==> src/rtl/hamming_pkg.sv <==
// Shared codeword geometry for the (128,120) extended Hamming encoder/decoder pair.
// Arrival index 0 is overall parity, powers of two are Hamming parity, the rest carry data.
package hamming_pkg;

  localparam int N = 128;
  localparam int K = 120;
  localparam int M = 7;

  localparam logic [M-1:0] FIRST_DATA_POS = M'(3);

  typedef enum logic {
    IDLE  = 1'b0,
    DRAIN = 1'b1
  } dec_state_t;

  function automatic logic is_parity_pos(input logic [M-1:0] p);
    return (p == '0) || ((p & (p - M'(1))) == '0);
  endfunction

endpackage

==> src/rtl/hamming_syndrome_acc.sv <==
// Serial syndrome/parity accumulator: tracks the arrival index of each accepted bit and
// folds it into syn/par; the final values are exposed combinationally for the last bit.
module hamming_syndrome_acc
  import hamming_pkg::*;
#(
  parameter int N = hamming_pkg::N
) (
  input  logic         clk,
  input  logic         rst,
  input  logic         data_bit,
  input  logic         data_vld,
  output logic [M-1:0] pos,
  output logic [M-1:0] syn_next,
  output logic         par_next,
  output logic         last
);

  localparam logic [M-1:0] LAST_POS = M'(N - 1);

  logic [M-1:0] pos_q;
  logic [M-1:0] syn_q;
  logic         par_q;

  assign pos      = pos_q;
  assign last     = data_vld && (pos_q == LAST_POS);
  assign syn_next = data_bit ? (syn_q ^ pos_q) : syn_q;
  assign par_next = par_q ^ data_bit;

  // Accumulators clear on the last bit so the next word starts from zero.
  always_ff @(posedge clk or posedge rst) begin
    if (rst) begin
      pos_q <= '0;
      syn_q <= '0;
      par_q <= 1'b0;
    end else if (data_vld) begin
      if (last) begin
        pos_q <= '0;
        syn_q <= '0;
        par_q <= 1'b0;
      end else begin
        pos_q <= pos_q + M'(1);
        syn_q <= syn_next;
        par_q <= par_next;
      end
    end
  end

endmodule

==> src/rtl/hamming_secded_dec.sv <==
// Bit-serial SECDED decoder: collects a 128-bit codeword, then drains its 120 data bits
// from a hold buffer with single-error correction while the next word is being received.
module hamming_secded_dec
  import hamming_pkg::*;
#(
  parameter int N     = hamming_pkg::N,
  parameter int K     = hamming_pkg::K,
  parameter int CNT_W = 32
) (
  input  logic             clk,
  input  logic             rst,
  input  logic             data_in,
  input  logic             data_in_valid,
  output logic             data_out,
  output logic             valid,
  output logic             err_corrected,
  output logic             err_detected,
  output logic [CNT_W-1:0] corrected_count,
  output logic [CNT_W-1:0] uncorrectable_count
);

  localparam int DC_W = $clog2(K);
  localparam logic [DC_W-1:0] LAST_DC = DC_W'(K - 1);

  function automatic logic [CNT_W-1:0] sat_inc(input logic [CNT_W-1:0] c);
    return (&c) ? c : c + CNT_W'(1);
  endfunction

  // At most one parity position can follow a data position once past index 3.
  function automatic logic [M-1:0] next_data_pos(input logic [M-1:0] p);
    logic [M-1:0] n;
    n = p + M'(1);
    if (is_parity_pos(n)) n = n + M'(1);
    return n;
  endfunction

  logic [M-1:0] pos;
  logic [M-1:0] syn_next;
  logic         par_next;
  logic         last;

  hamming_syndrome_acc #(.N(N)) u_acc (
    .clk      (clk),
    .rst      (rst),
    .data_bit (data_in),
    .data_vld (data_in_valid),
    .pos      (pos),
    .syn_next (syn_next),
    .par_next (par_next),
    .last     (last)
  );

  logic [N-1:0] word_acc;
  logic [N-1:0] hold_buf;

  always_ff @(posedge clk) begin
    if (data_in_valid) word_acc[pos] <= data_in;
    if (last) begin
      hold_buf        <= word_acc;
      hold_buf[N-1]   <= data_in;
    end
  end

  dec_state_t      state_q, state_d;
  logic            drain_en;
  logic            drain_done;
  logic [M-1:0]    rd_pos;
  logic [DC_W-1:0] dc_q;
  logic [M-1:0]    syn_h;
  logic            par_h;

  assign drain_done = drain_en && (dc_q == LAST_DC);

  always_ff @(posedge clk or posedge rst) begin
    if (rst) state_q <= IDLE;
    else     state_q <= state_d;
  end

  always_comb begin
    state_d = state_q;
    case (state_q)
      IDLE:    if (last) state_d = DRAIN;
      DRAIN:   if (drain_done && !last) state_d = IDLE;
      default: state_d = IDLE;
    endcase
  end

  always_comb begin
    drain_en = 1'b0;
    case (state_q)
      DRAIN:   drain_en = 1'b1;
      default: drain_en = 1'b0;
    endcase
  end

  // A transfer on the final drain edge reloads the pointer and class while the old
  // word's last bit is still read from the hold buffer.
  always_ff @(posedge clk or posedge rst) begin
    if (rst) begin
      rd_pos <= FIRST_DATA_POS;
      dc_q   <= '0;
      syn_h  <= '0;
      par_h  <= 1'b0;
    end else if (last) begin
      rd_pos <= FIRST_DATA_POS;
      dc_q   <= '0;
      syn_h  <= syn_next;
      par_h  <= par_next;
    end else if (drain_en) begin
      rd_pos <= next_data_pos(rd_pos);
      dc_q   <= dc_q + DC_W'(1);
    end
  end

  logic data_p0;
  logic vld_p0;
  logic corr_p0;
  logic det_p0;
  logic inc_c_p0;
  logic first_rd;

  assign first_rd = drain_en && (dc_q == '0);

  // Stage p0: read hold buffer and apply correction.
  always_ff @(posedge clk) begin
    data_p0 <= hold_buf[rd_pos] ^ (par_h && (rd_pos == syn_h));
  end

  always_ff @(posedge clk or posedge rst) begin
    if (rst) begin
      vld_p0   <= 1'b0;
      corr_p0  <= 1'b0;
      det_p0   <= 1'b0;
      inc_c_p0 <= 1'b0;
    end else begin
      vld_p0   <= drain_en;
      corr_p0  <= first_rd && par_h && (syn_h != '0);
      det_p0   <= first_rd && !par_h && (syn_h != '0);
      inc_c_p0 <= first_rd && par_h;
    end
  end

  // Stage p1: registered outputs and saturating event counters.
  always_ff @(posedge clk or posedge rst) begin
    if (rst) begin
      data_out            <= 1'b0;
      valid               <= 1'b0;
      err_corrected       <= 1'b0;
      err_detected        <= 1'b0;
      corrected_count     <= '0;
      uncorrectable_count <= '0;
    end else begin
      data_out      <= vld_p0 & data_p0;
      valid         <= vld_p0;
      err_corrected <= corr_p0;
      err_detected  <= det_p0;
      if (inc_c_p0) corrected_count     <= sat_inc(corrected_count);
      if (det_p0)   uncorrectable_count <= sat_inc(uncorrectable_count);
    end
  end

endmodule

==> config.mk <==
export PLATFORM = sky130hd
export DESIGN_NAME = hamming_secded_dec
export DESIGN_NICKNAME = d
export VERILOG_FILES = /design/src/rtl/hamming_pkg.sv /design/src/rtl/hamming_syndrome_acc.sv /design/src/rtl/hamming_secded_dec.sv
export SDC_FILE = /design/constraint.sdc
export NUM_CORES = 1
export LEC_CHECK = 0
export ABC_AREA = 1
export ABC_CLOCK_PERIOD_IN_PS = 10400
export CAP_MARGIN = 0
export CORE_MARGIN = 10
export CORE_UTILIZATION = 55
export DETAILED_ROUTE_END_ITERATION = 12
export PLACE_DENSITY = 0.79
export RECOVER_POWER = 50
export SLEW_MARGIN = 20
export SYNTH_ARGS = -nofsm -noshare
export SYNTH_HDL_FRONTEND = slang
export SYNTH_HIERARCHICAL = 1
export SYNTH_SLANG_ARGS = --single-unit
==> constraint.sdc <==
create_clock -name clk -period 10.4 [get_ports clk]
set_clock_uncertainty 0.15 [all_clocks]
set_input_delay 2.08 -clock clk [delete_from_list [all_inputs] [get_ports clk]]
set_output_delay 2.08 -clock clk [all_outputs]
set_load 0.1 [all_outputs]
==> flow_metrics.env, run 1 <==
export IMPL_core_um2=27930
export IMPL_ys_types=37
export IMPL_chipWidth_um=188.6
export IMPL_cts_tree="built"
export IMPL_period_needed_ns=6.373
export IMPL_worstHoldPathCells=0
export IMPL_tightest_slew_ns=5.223
export IMPL_slowest_delay_ns=2.66
export IMPL_synth_nets=1505
export IMPL_ir_drop_mv=0.1558
export IMPL_dieArea_um2=35570
export IMPL_instances_no_fill=1972
export IMPL_slew_limit_headroom_pct=-248.2
export IMPL_num_rows=61
export IMPL_rr_worst_depth=13
export IMPL_synthAdderAreaFrac_pct=0.8003
export IMPL_ctsHtreeMaxLevel=2
export IMPL_synth_most_common_cell="nand2_1"
export IMPL_drt_iter0_drc=988
export IMPL_synthMuxAreaShare_pct=0
export IMPL_grt_pass1_wl_mm=53.18
export IMPL_rsz0062_at_grt="no"
export IMPL_async_flop_share_pct=30.05
export IMPL_hold_viol=0
export IMPL_synth_compound_area_share_pct=2.329
export IMPL_synth_xor_area_share_pct=4.161
export IMPL_path_cells="dlygate4sd3_1 > clkinvlp_2 > clkbuf_1"
export IMPL_synthSimpleGateAreaFrac_pct=21.78
export IMPL_synth_flop_cell="edfxtp_1"
export IMPL_num_vias=10760
export IMPL_syn_to_final_growth_pct=14.16
export IMPL_yosysSeqAreaShare_pct=66.73
export IMPL_power_density_nw_per_um2=213.3
export IMPL_critPathRequiredTime_ns=10.02
export IMPL_critPathMaxFanout=72
export IMPL_drive_gt1_share_pct=5.646
export IMPL_hp_class="flip-flop to flip-flop"
export IMPL_ant_nets=0
export IMPL_clk_pin_slew_ns=0.06
export IMPL_timing_critical_path_max_delay_family="buffers and inverters"
export IMPL_layout_nets=1581
export IMPL_grt_max_degree=144
export IMPL_critical_path_class="primary input to async pin"
export IMPL_grt_pass1_vias=10440
export IMPL_drc_errors=0
export IMPL_via_per_inst=5.454
export IMPL_grt_overflow_total=0
export IMPL_drv_slew=256
export IMPL_finalCritPeriodShare_pct=61.28
export IMPL_antenna_cells=0
export IMPL_wirelength_mm=33.62
export IMPL_setup_violations=0
export IMPL_synth_top_area_cell="edfxtp_1"
export IMPL_dp_cells=1906
export IMPL_yosysTopAreaCellShare_pct=48.98
export IMPL_portBuffers=71
export IMPL_leakagePower_nw=6.989
export IMPL_clock_latency_ns=0.54
export IMPL_cts_sinks=366
export IMPL_end_kind="async pin"
export IMPL_critPathLaunchType="primary input"
export IMPL_grt_antenna_before_repair=0
export IMPL_maxCapViolations=3
export IMPL_netlist_top_cells_area="edfxtp_1 49%, dfrtp_1 17%, nand2_1 8.6%, nor2_1 6.4%, nand3_1 3.5%"
export IMPL_ctsResizeCount=0
export IMPL_gp_congestion=0.8468
export IMPL_cts_buffers=37
export IMPL_n_fill_cell=2143
export IMPL_gr_usage_all_layers_pct=18.32
export IMPL_clock_fmax_mhz=156.9
export IMPL_die_h_um=188.6
export IMPL_syn_inst=1491
export IMPL_synth_commonest_cells="360 x nand2_1, 266 x nor2_1, 255 x edfxtp_1"
export IMPL_wl_per_cell_um=17.05
export IMPL_crit_arrival_ns=6.00
export IMPL_violations="capacitance limit, slew limit"
export IMPL_start_util_pct=55.97
export IMPL_cp_depth=3
export IMPL_final_setup_tns_ns=0
export IMPL_firstDrtPassIters=5
export IMPL_syn_area_per_cell_um2=10.49
export IMPL_ios=72
export IMPL_cts_buffer_depth=3
export IMPL_synth_top_family_by_area="simple AND/OR/NAND/NOR gates"
export IMPL_dp_final_hpwl_mm=20.76
export IMPL_synth_edff_count=255
export IMPL_slowest_stage="clkbuf_1"
export IMPL_ys_seq_elements=366
export IMPL_status="finished with violations"
export IMPL_syn_cell_area_um2=15630
export IMPL_clockRootBuffer="clkbuf_16"
export IMPL_ctsHoldBuffers=0
export IMPL_critPathBufInv=3
export IMPL_yosysWarnings=6
export IMPL_postCtsSetupBuffers=0
==> routing by layer <==
layer	part of all wire [%]	vias up	wire (µm)	track usage, %
li1	-	5091	-	-
met1	41	5173	13730	23.03
met2	49	414	16520	31.64
met3	7.7	78	2579	3.028
met4	2.4	0	798	5.891
met5	0	-	0	0
==> report_power, final <==
part / internal [mW] / switching [mW]
clock network: 0.754 / 0.548
logic: 0.227 / 0.591
registers: 1.61 / 0.0744
total: 2.59 / 1.21
==> worst paths after layout <==
kind                       slack, ns            endpoint  startpoint
min                             0.20       err_corrected     corr_p0
min reg2reg                     0.20       err_corrected     corr_p0
max in group clk                4.03       word_acc[120]     data_in
max                             4.03  corrected_count[6]         rst
min in group asynchronous       1.97        u_acc/pos[5]         rst
max reg2reg                     5.24             data_p0   rd_pos[1]
==> registers in the layout (all words and copies together), names as in the netlist <==
signal and cells:
corr_p0 1, corrected_count 32, data_out 1, data_p0 1
dc_q 7, det_p0 1, err_corrected 1, err_detected 1
hold_buf 128, inc_c_p0 1, par_h 1, rd_pos 7
state_q 1, syn_h 7, u_acc/par_q 1, u_acc/pos 7
u_acc/syn_q 7, uncorrectable_count 32, valid 1, vld_p0 1
word_acc 127
==> cell families after synthesis <==
kind of cell / count (synthesis)
compound gates: 68
flops: 366
buf+inv: 162
fa+ha+maj: 10
xor+xnor: 70
simple gates: 815
==> layout by cell type (no fill, tap or decap), types with 6 or more instances in the layout <==
cell type / count
clkinv_1: 7
nand2_1: 361
nor3_1: 39
nand3_1: 109
clkinv_2: 8
inv_1: 109
xor2_1: 48
ha_1: 10
xnor2_1: 17
nand4_1: 19
dfrtp_1: 108
clkbuf_1: 11
clkbuf_16: 37
clkdlybuf4s50_1: 68
o21ai_0: 42
edfxtp_1: 255
nor4_1: 6
nor2_1: 266
buf_4: 6
inv_2: 6
a21oi_1: 12
==> area by class of cell <==
type | instances | area [µm²] | share of cell area [%]
clock buffer | 47 | 983.4 | 5.510
multi-input combinational | 963 | 4528 | 25.37
tap | 378 | 473.0 | 2.650
inverter | 120 | 452.9 | 2.538
clock inverter | 19 | 221.5 | 1.241
sequential | 366 | 10430 | 58.45
timing repair buffer | 79 | 757.0 | 4.241
==> per-stage QoR <==
step / cell area [µm²] / power, mW / worst slack [ns] / hold WS (ns) / util [%]
4_1_cts: 17890 / 3.817 / 5.360 / 0.2024 / 64.03
3_5_place_dp: 16680 / 2.498 / 4.844 / 0.1913 / 59.72
6_report: 17850 / 3.807 / 4.027 / 0.2006 / 63.89
5_1_grt: 17850 / 3.984 / 3.076 / 0.2191 / 63.89
2_1_floorplan: 15640 / 2.278 / 1.167 / 0.1812 / -
3_3_place_gp: 16680 / 2.467 / 4.948 / 0.1882 / 59.72
No activity file was read; power rests on OpenSTA's default activity.
==> run 2: changes to the inputs <==
- ABC_CLOCK_PERIOD_IN_PS: 10400 -> 6650
- clock period: 10.4 -> 6.65 ns (I/O delays scaled with it)
==> run 2 against run 1 <==
- the flow still finishes with violations (capacitance limit, slew limit)
- final cell count increased by 0.25%
- global-route usage grew 0.25 points
- sequential power is 56% higher
- critical path type is now primary input to flip-flop
- largest power group unchanged
==> flow_metrics.env, run 2 (synthesis gave the netlist of run 1 again) <==
export IMPL_maxCapViolations=2
export IMPL_seqPwrFrac_pct=44.2
export IMPL_num_vias=10790
export IMPL_dp_final_hpwl_mm=21.13
export IMPL_postCtsSetupBuffers=0
export IMPL_end_kind="flip-flop"
export IMPL_syn_to_final_growth_pct=14.45
export IMPL_clk_pin_slew_ns=0.06
export IMPL_switching_share_pct=31.57
export IMPL_firstDrtPassIters=8
export IMPL_internal_power_mw=4.064
export IMPL_grt_pass1_vias=10570
export IMPL_critPathBufInv=2
export IMPL_hp_class="flip-flop to flip-flop"
export IMPL_period_needed_ns=4.095
export IMPL_slew_limit_headroom_pct=-86.77
export IMPL_grt_overflow_total=0
export IMPL_slowest_delay_ns=1.19
export IMPL_switchingPower_mw=1.875
export IMPL_clockRootBuffer="clkbuf_16"
export IMPL_cts_tree="built"
export IMPL_leakagePower_nw=7.006
export IMPL_chipWidth_um=188.6
export IMPL_pwr_share_clk_pct=34.4
export IMPL_die_h_um=188.6
export IMPL_cts_buffer_depth=3
export IMPL_setup_slack_ns=2.555
export IMPL_ctsHoldBuffers=0
export IMPL_tightest_slew_ns=2.802
export IMPL_via_per_inst=5.460
export IMPL_slowest_stage="dlygate4sd3_1"
export IMPL_final_common_cell="nand2_1"
export IMPL_drc_errors=0
export IMPL_portBuffers=71
export IMPL_setup_violations=0
export IMPL_clock_fmax_mhz=244.2
export IMPL_grt_pass1_wl_mm=53.95
export IMPL_n_fill_cell=2160
export IMPL_clock_latency_ns=0.52
export IMPL_cts_buffers=38
export IMPL_critPathMaxFanout=128
export IMPL_largest_reg_flops=128
export IMPL_drt_iter0_drc=1051
export IMPL_final_core_utilization_pct=64.06
export IMPL_core_um2=27930
export IMPL_wl_per_cell_um=17.09
export IMPL_hold_viol=0
export IMPL_regMostFlops="hold_buf"
export IMPL_top_regs="hold_buf x128, word_acc x127"
export IMPL_preCtsSetupSlack_ns=2.129
export IMPL_layout_nets=1582
export IMPL_timing_critical_path_max_delay_family="buffers and inverters"
export IMPL_violations="capacitance limit, slew limit"
export IMPL_rsz0062_at_grt="no"
export IMPL_dieArea_um2=35570
export IMPL_ant_nets=0
export IMPL_cts_sinks=366
export IMPL_grt_antenna_before_repair=1
export IMPL_ios=72
export IMPL_critical_path_class="primary input to flip-flop"
export IMPL_ir_drop_mv=0.2552
export IMPL_critPathRequiredTime_ns=6.65
export IMPL_num_rows=61
export IMPL_power_density_nw_per_um2=331.9
export IMPL_drv_slew=109
export IMPL_crit_arrival_ns=4.10
export IMPL_ctsHtreeMaxLevel=2
export IMPL_grt_max_degree=129
export IMPL_reg2reg_slack_ns=3.35
export IMPL_status="finished with violations"
export IMPL_wirelength_mm=33.79
export IMPL_critPathLaunchType="primary input"
export IMPL_final_setup_tns_ns=0
export IMPL_finalCritPeriodShare_pct=61.57
export IMPL_path_cells="dlygate4sd3_1 > nand4_1 > nor2_4 > buf_12"
export IMPL_gr_usage_all_layers_pct=18.57
export IMPL_start_util_pct=55.97
export IMPL_drive_gt1_share_pct=5.945
export IMPL_ctsResizeCount=0
export IMPL_gp_congestion=0.8644
export IMPL_combPwrFrac_pct=21.4
export IMPL_final_cell_mix="361 x nand2_1, 266 x nor2_1, 255 x edfxtp_1"
-- run 2: final timing paths --
path	from	end	depth (start not counted)
worst max register to register	rd_pos[1]	data_p0	15
max in group asynchronous	rst	corrected_count[3]	3
worst max-delay path	data_in_valid	hold_buf[96]	4
worst min-delay path	corr_p0	err_corrected	0
worst min register to register	corr_p0	err_corrected	0
min in group asynchronous	rst	u_acc/pos[5]	2
-- run 2: layer usage --
metal / vias up / wire, µm / part of all wire [%] / global-route usage, %
met4: 0 / 946 / 2.8 / 6.044
met3: 75 / 2574 / 7.6 / 3.213
met5: - / 0 / 0 / 0
met1: 5214 / 13590 / 40 / 23.17
met2: 410 / 16670 / 49 / 32.15
li1: 5095 / - / - / -
-- run 2: layout make-up --
class	count	area, µm²	area share, %
flip-flops and latches	366	10430	58.30
multi-input cells	963	4533	25.33
clock buffers	49	1002	5.601
repair buffers	79	797.0	4.454
well taps	378	473.0	2.643
inverters	120	452.9	2.531
clock inverters	21	201.4	1.126
diodes	1	2.502	0.01398
-- run 2: power by group through the flow --
stage	Combinational (mW)	Clock, mW	Sequential, mW
4_1_cts	1.26	2.07	2.62
3_3_place_gp	1.20	0	2.66
5_1_grt	1.42	2.16	2.63
3_5_place_dp	1.25	0	2.67
6_report	1.27	2.04	2.63
2_1_floorplan	0.925	0	2.64
-- run 2: worst reg2reg max path, stage by stage, from the launching register on --
cell,delay [ns]
dfstp_2,0.52
buf_4,0.45
clkinv_1,0.66
buf_4,0.44
nor2_1,0.12
o21ai_0,0.08
nand2_1,0.08
nand2_1,0.05
nand2_1,0.12
inv_1,0.05
nand2_1,0.09
nand2_1,0.06
nand3_1,0.09
nand2_1,0.07
nand3_1,0.09
nand2_1,0.07
-- run 2: through the flow --
stage	hold slack, ns	total power [mW]	instances	cell area, µm²
6_report	0.2250	5.939	1977	17890
3_3_place_gp	0.2095	3.864	1905	16690
5_1_grt	0.2319	6.223	1977	17890
4_1_cts	0.2279	5.960	1976	17920
3_5_place_dp	0.2116	3.921	1906	16710
2_1_floorplan	0.1812	3.563	1491	15640
==> run 3: changes to the inputs <==
- ABC_CLOCK_PERIOD_IN_PS: 6650 -> 3700
- CORE_UTILIZATION: 55 -> 54
- PLACE_DENSITY: 0.79 -> 0.8
- clock period: 6.65 -> 3.7 ns (I/O delays scaled with it)
==> run 3 against run 2 <==
- final cell count increased by 0.61%
- via count increased by 0.40%
- hold slack worse by 0.027 ns
- the run still ends with capacitance limit, slew limit left
- non-clock buffer count grew 7
- core utilization shrank 1.6 points
- largest power group unchanged
- register-to-register slack got worse by 2.5 ns
- total power grew 80%
==> flow_metrics.env, run 3 (synthesis gave the netlist of run 1 again) <==
export IMPL_gr_usage_all_layers_pct=18.50
export IMPL_postCtsSetupBuffers=0
export IMPL_critPathRequiredTime_ns=3.78
export IMPL_drv_slew=176
export IMPL_cts_sinks=366
export IMPL_grt_max_degree=125
export IMPL_ctsResizeCount=0
export IMPL_critPathLaunchType="primary input"
export IMPL_wirelength_mm=34.06
export IMPL_cts_tree="built"
export IMPL_ant_nets=0
export IMPL_clock_latency_ns=0.54
export IMPL_regArea_um2=10430
export IMPL_final_core_utilization_pct=62.43
export IMPL_syn_to_final_growth_pct=14.29
export IMPL_via_per_inst=5.448
export IMPL_ios=72
export IMPL_finalCritPeriodShare_pct=87.30
export IMPL_ctsHoldBuffers=0
export IMPL_end_kind="flip-flop"
export IMPL_num_vias=10840
export IMPL_preCtsSetupSlack_ns=0.7920
export IMPL_drc_errors=0
export IMPL_slew_limit_headroom_pct=-51.34
export IMPL_n_fill_cell=2151
export IMPL_gp_congestion=0.8702
export IMPL_cts_buffers=38
export IMPL_rsz0062_at_grt="no"
export IMPL_multi_input_area_um2=4551
export IMPL_finalPower_mw=10.67
export IMPL_clk_pin_slew_ns=0.06
export IMPL_final_cell_mix="360 x nand2_1, 265 x nor2_1, 255 x edfxtp_1"
export IMPL_critPathMaxFanout=27
export IMPL_num_rows=62
export IMPL_hp_class="flip-flop to flip-flop"
export IMPL_ir_drop_mv=0.4038
export IMPL_die_h_um=190.2
export IMPL_dp_final_hpwl_mm=21.35
export IMPL_detailed_place_area_um2=16700
export IMPL_crit_arrival_ns=3.31
export IMPL_antenna_cells=0
export IMPL_setup_slack_ns=0.4698
export IMPL_grt_overflow_total=0
export IMPL_firstDrtPassIters=7
export IMPL_portBuffers=71
export IMPL_chipWidth_um=190.2
export IMPL_top_regs="hold_buf x128, word_acc x127"
export IMPL_maxCapViolations=2
export IMPL_wl_per_cell_um=17.13
export IMPL_leakagePower_nw=7.133
export IMPL_period_needed_ns=3.230
export IMPL_setup_violations=0
export IMPL_finish_instance_area_um2=17870
export IMPL_drt_iter0_drc=1168
export IMPL_violations="capacitance limit, slew limit"
export IMPL_cts_buffer_depth=3
export IMPL_largest_reg_flops=128
export IMPL_tightest_slew_ns=2.258
export IMPL_core_um2=28630
export IMPL_regMostFlops="hold_buf"
export IMPL_final_common_cell="nand2_1"
export IMPL_grt_antenna_before_repair=0
export IMPL_grt_pass1_wl_mm=53.90
export IMPL_dieArea_um2=36160
export IMPL_layout_nets=1589
export IMPL_drive_gt1_share_pct=8.598
export IMPL_grt_pass1_vias=10730
export IMPL_clock_fmax_mhz=309.6
export IMPL_status="finished with violations"
export IMPL_power_density_nw_per_um2=596.9
export IMPL_critical_path_class="primary input to flip-flop"
export IMPL_clockRootBuffer="clkbuf_16"
export IMPL_start_util_pct=54.62
export IMPL_hold_viol=0
export IMPL_ctsHtreeMaxLevel=2
==> run 3: worst paths after layout <==
check                              start        endpoint  slack, ns  depth (start not counted)
setup / recovery           data_in_valid    word_acc[24]       0.47                          4
hold / removal                   corr_p0   err_corrected       0.20                          0
setup reg to reg               rd_pos[0]         data_p0       0.83                         12
hold reg to reg                  corr_p0   err_corrected       0.20                          0
max in group asynchronous            rst         dc_q[5]       1.20                          2
min in group asynchronous            rst  u_acc/syn_q[0]       0.63                          2
==> run 3: cell type report <==
cell class	count	share of cell area (%)
multi-input combinational	963	25.47
sequential	366	58.38
clock buffer	52	5.959
tap	384	2.689
clock inverter	18	0.7212
inverter	120	2.535
timing repair buffer	86	4.250
==> run 3: stage by stage <==
step	std cells	setup TNS, ns	hold slack [ns]
after floorplan	1491	-2.699	0.1812
after global placement	1919	0	0.1884
after detailed placement	1919	0	0.1873
after CTS	1989	0	0.2002
after global routing	1989	0	0.2021
final	1989	0	0.1980
==> run 3: per-layer routing <==
metal	routed length [µm]	part of all wire [%]	global-route usage, %	vias up
met5	0	0	0	-
met4	1299	3.8	8.480	0
met3	2974	8.7	3.570	112
met2	16270	48	31.26	467
met1	13520	40	22.62	5156
li1	-	-	-	5102
==> run 3: power by group <==
part | switching (mW) | internal, mW | leakage, nW | total, mW
Clock | 1.55 | 2.10 | 0.579 | 3.64
Combinational | 1.60 | 0.645 | 2.82 | 2.24
Sequential | 0.254 | 4.53 | 3.73 | 4.78
Total | 3.40 | 7.27 | 7.13 | 10.7
==> run 3: worst max-delay path: stages <==
cell	delay [ns]
dlygate4sd3_1	0.57
clkbuf_1	0.84
nand2_1	0.81
nor2_1	0.35
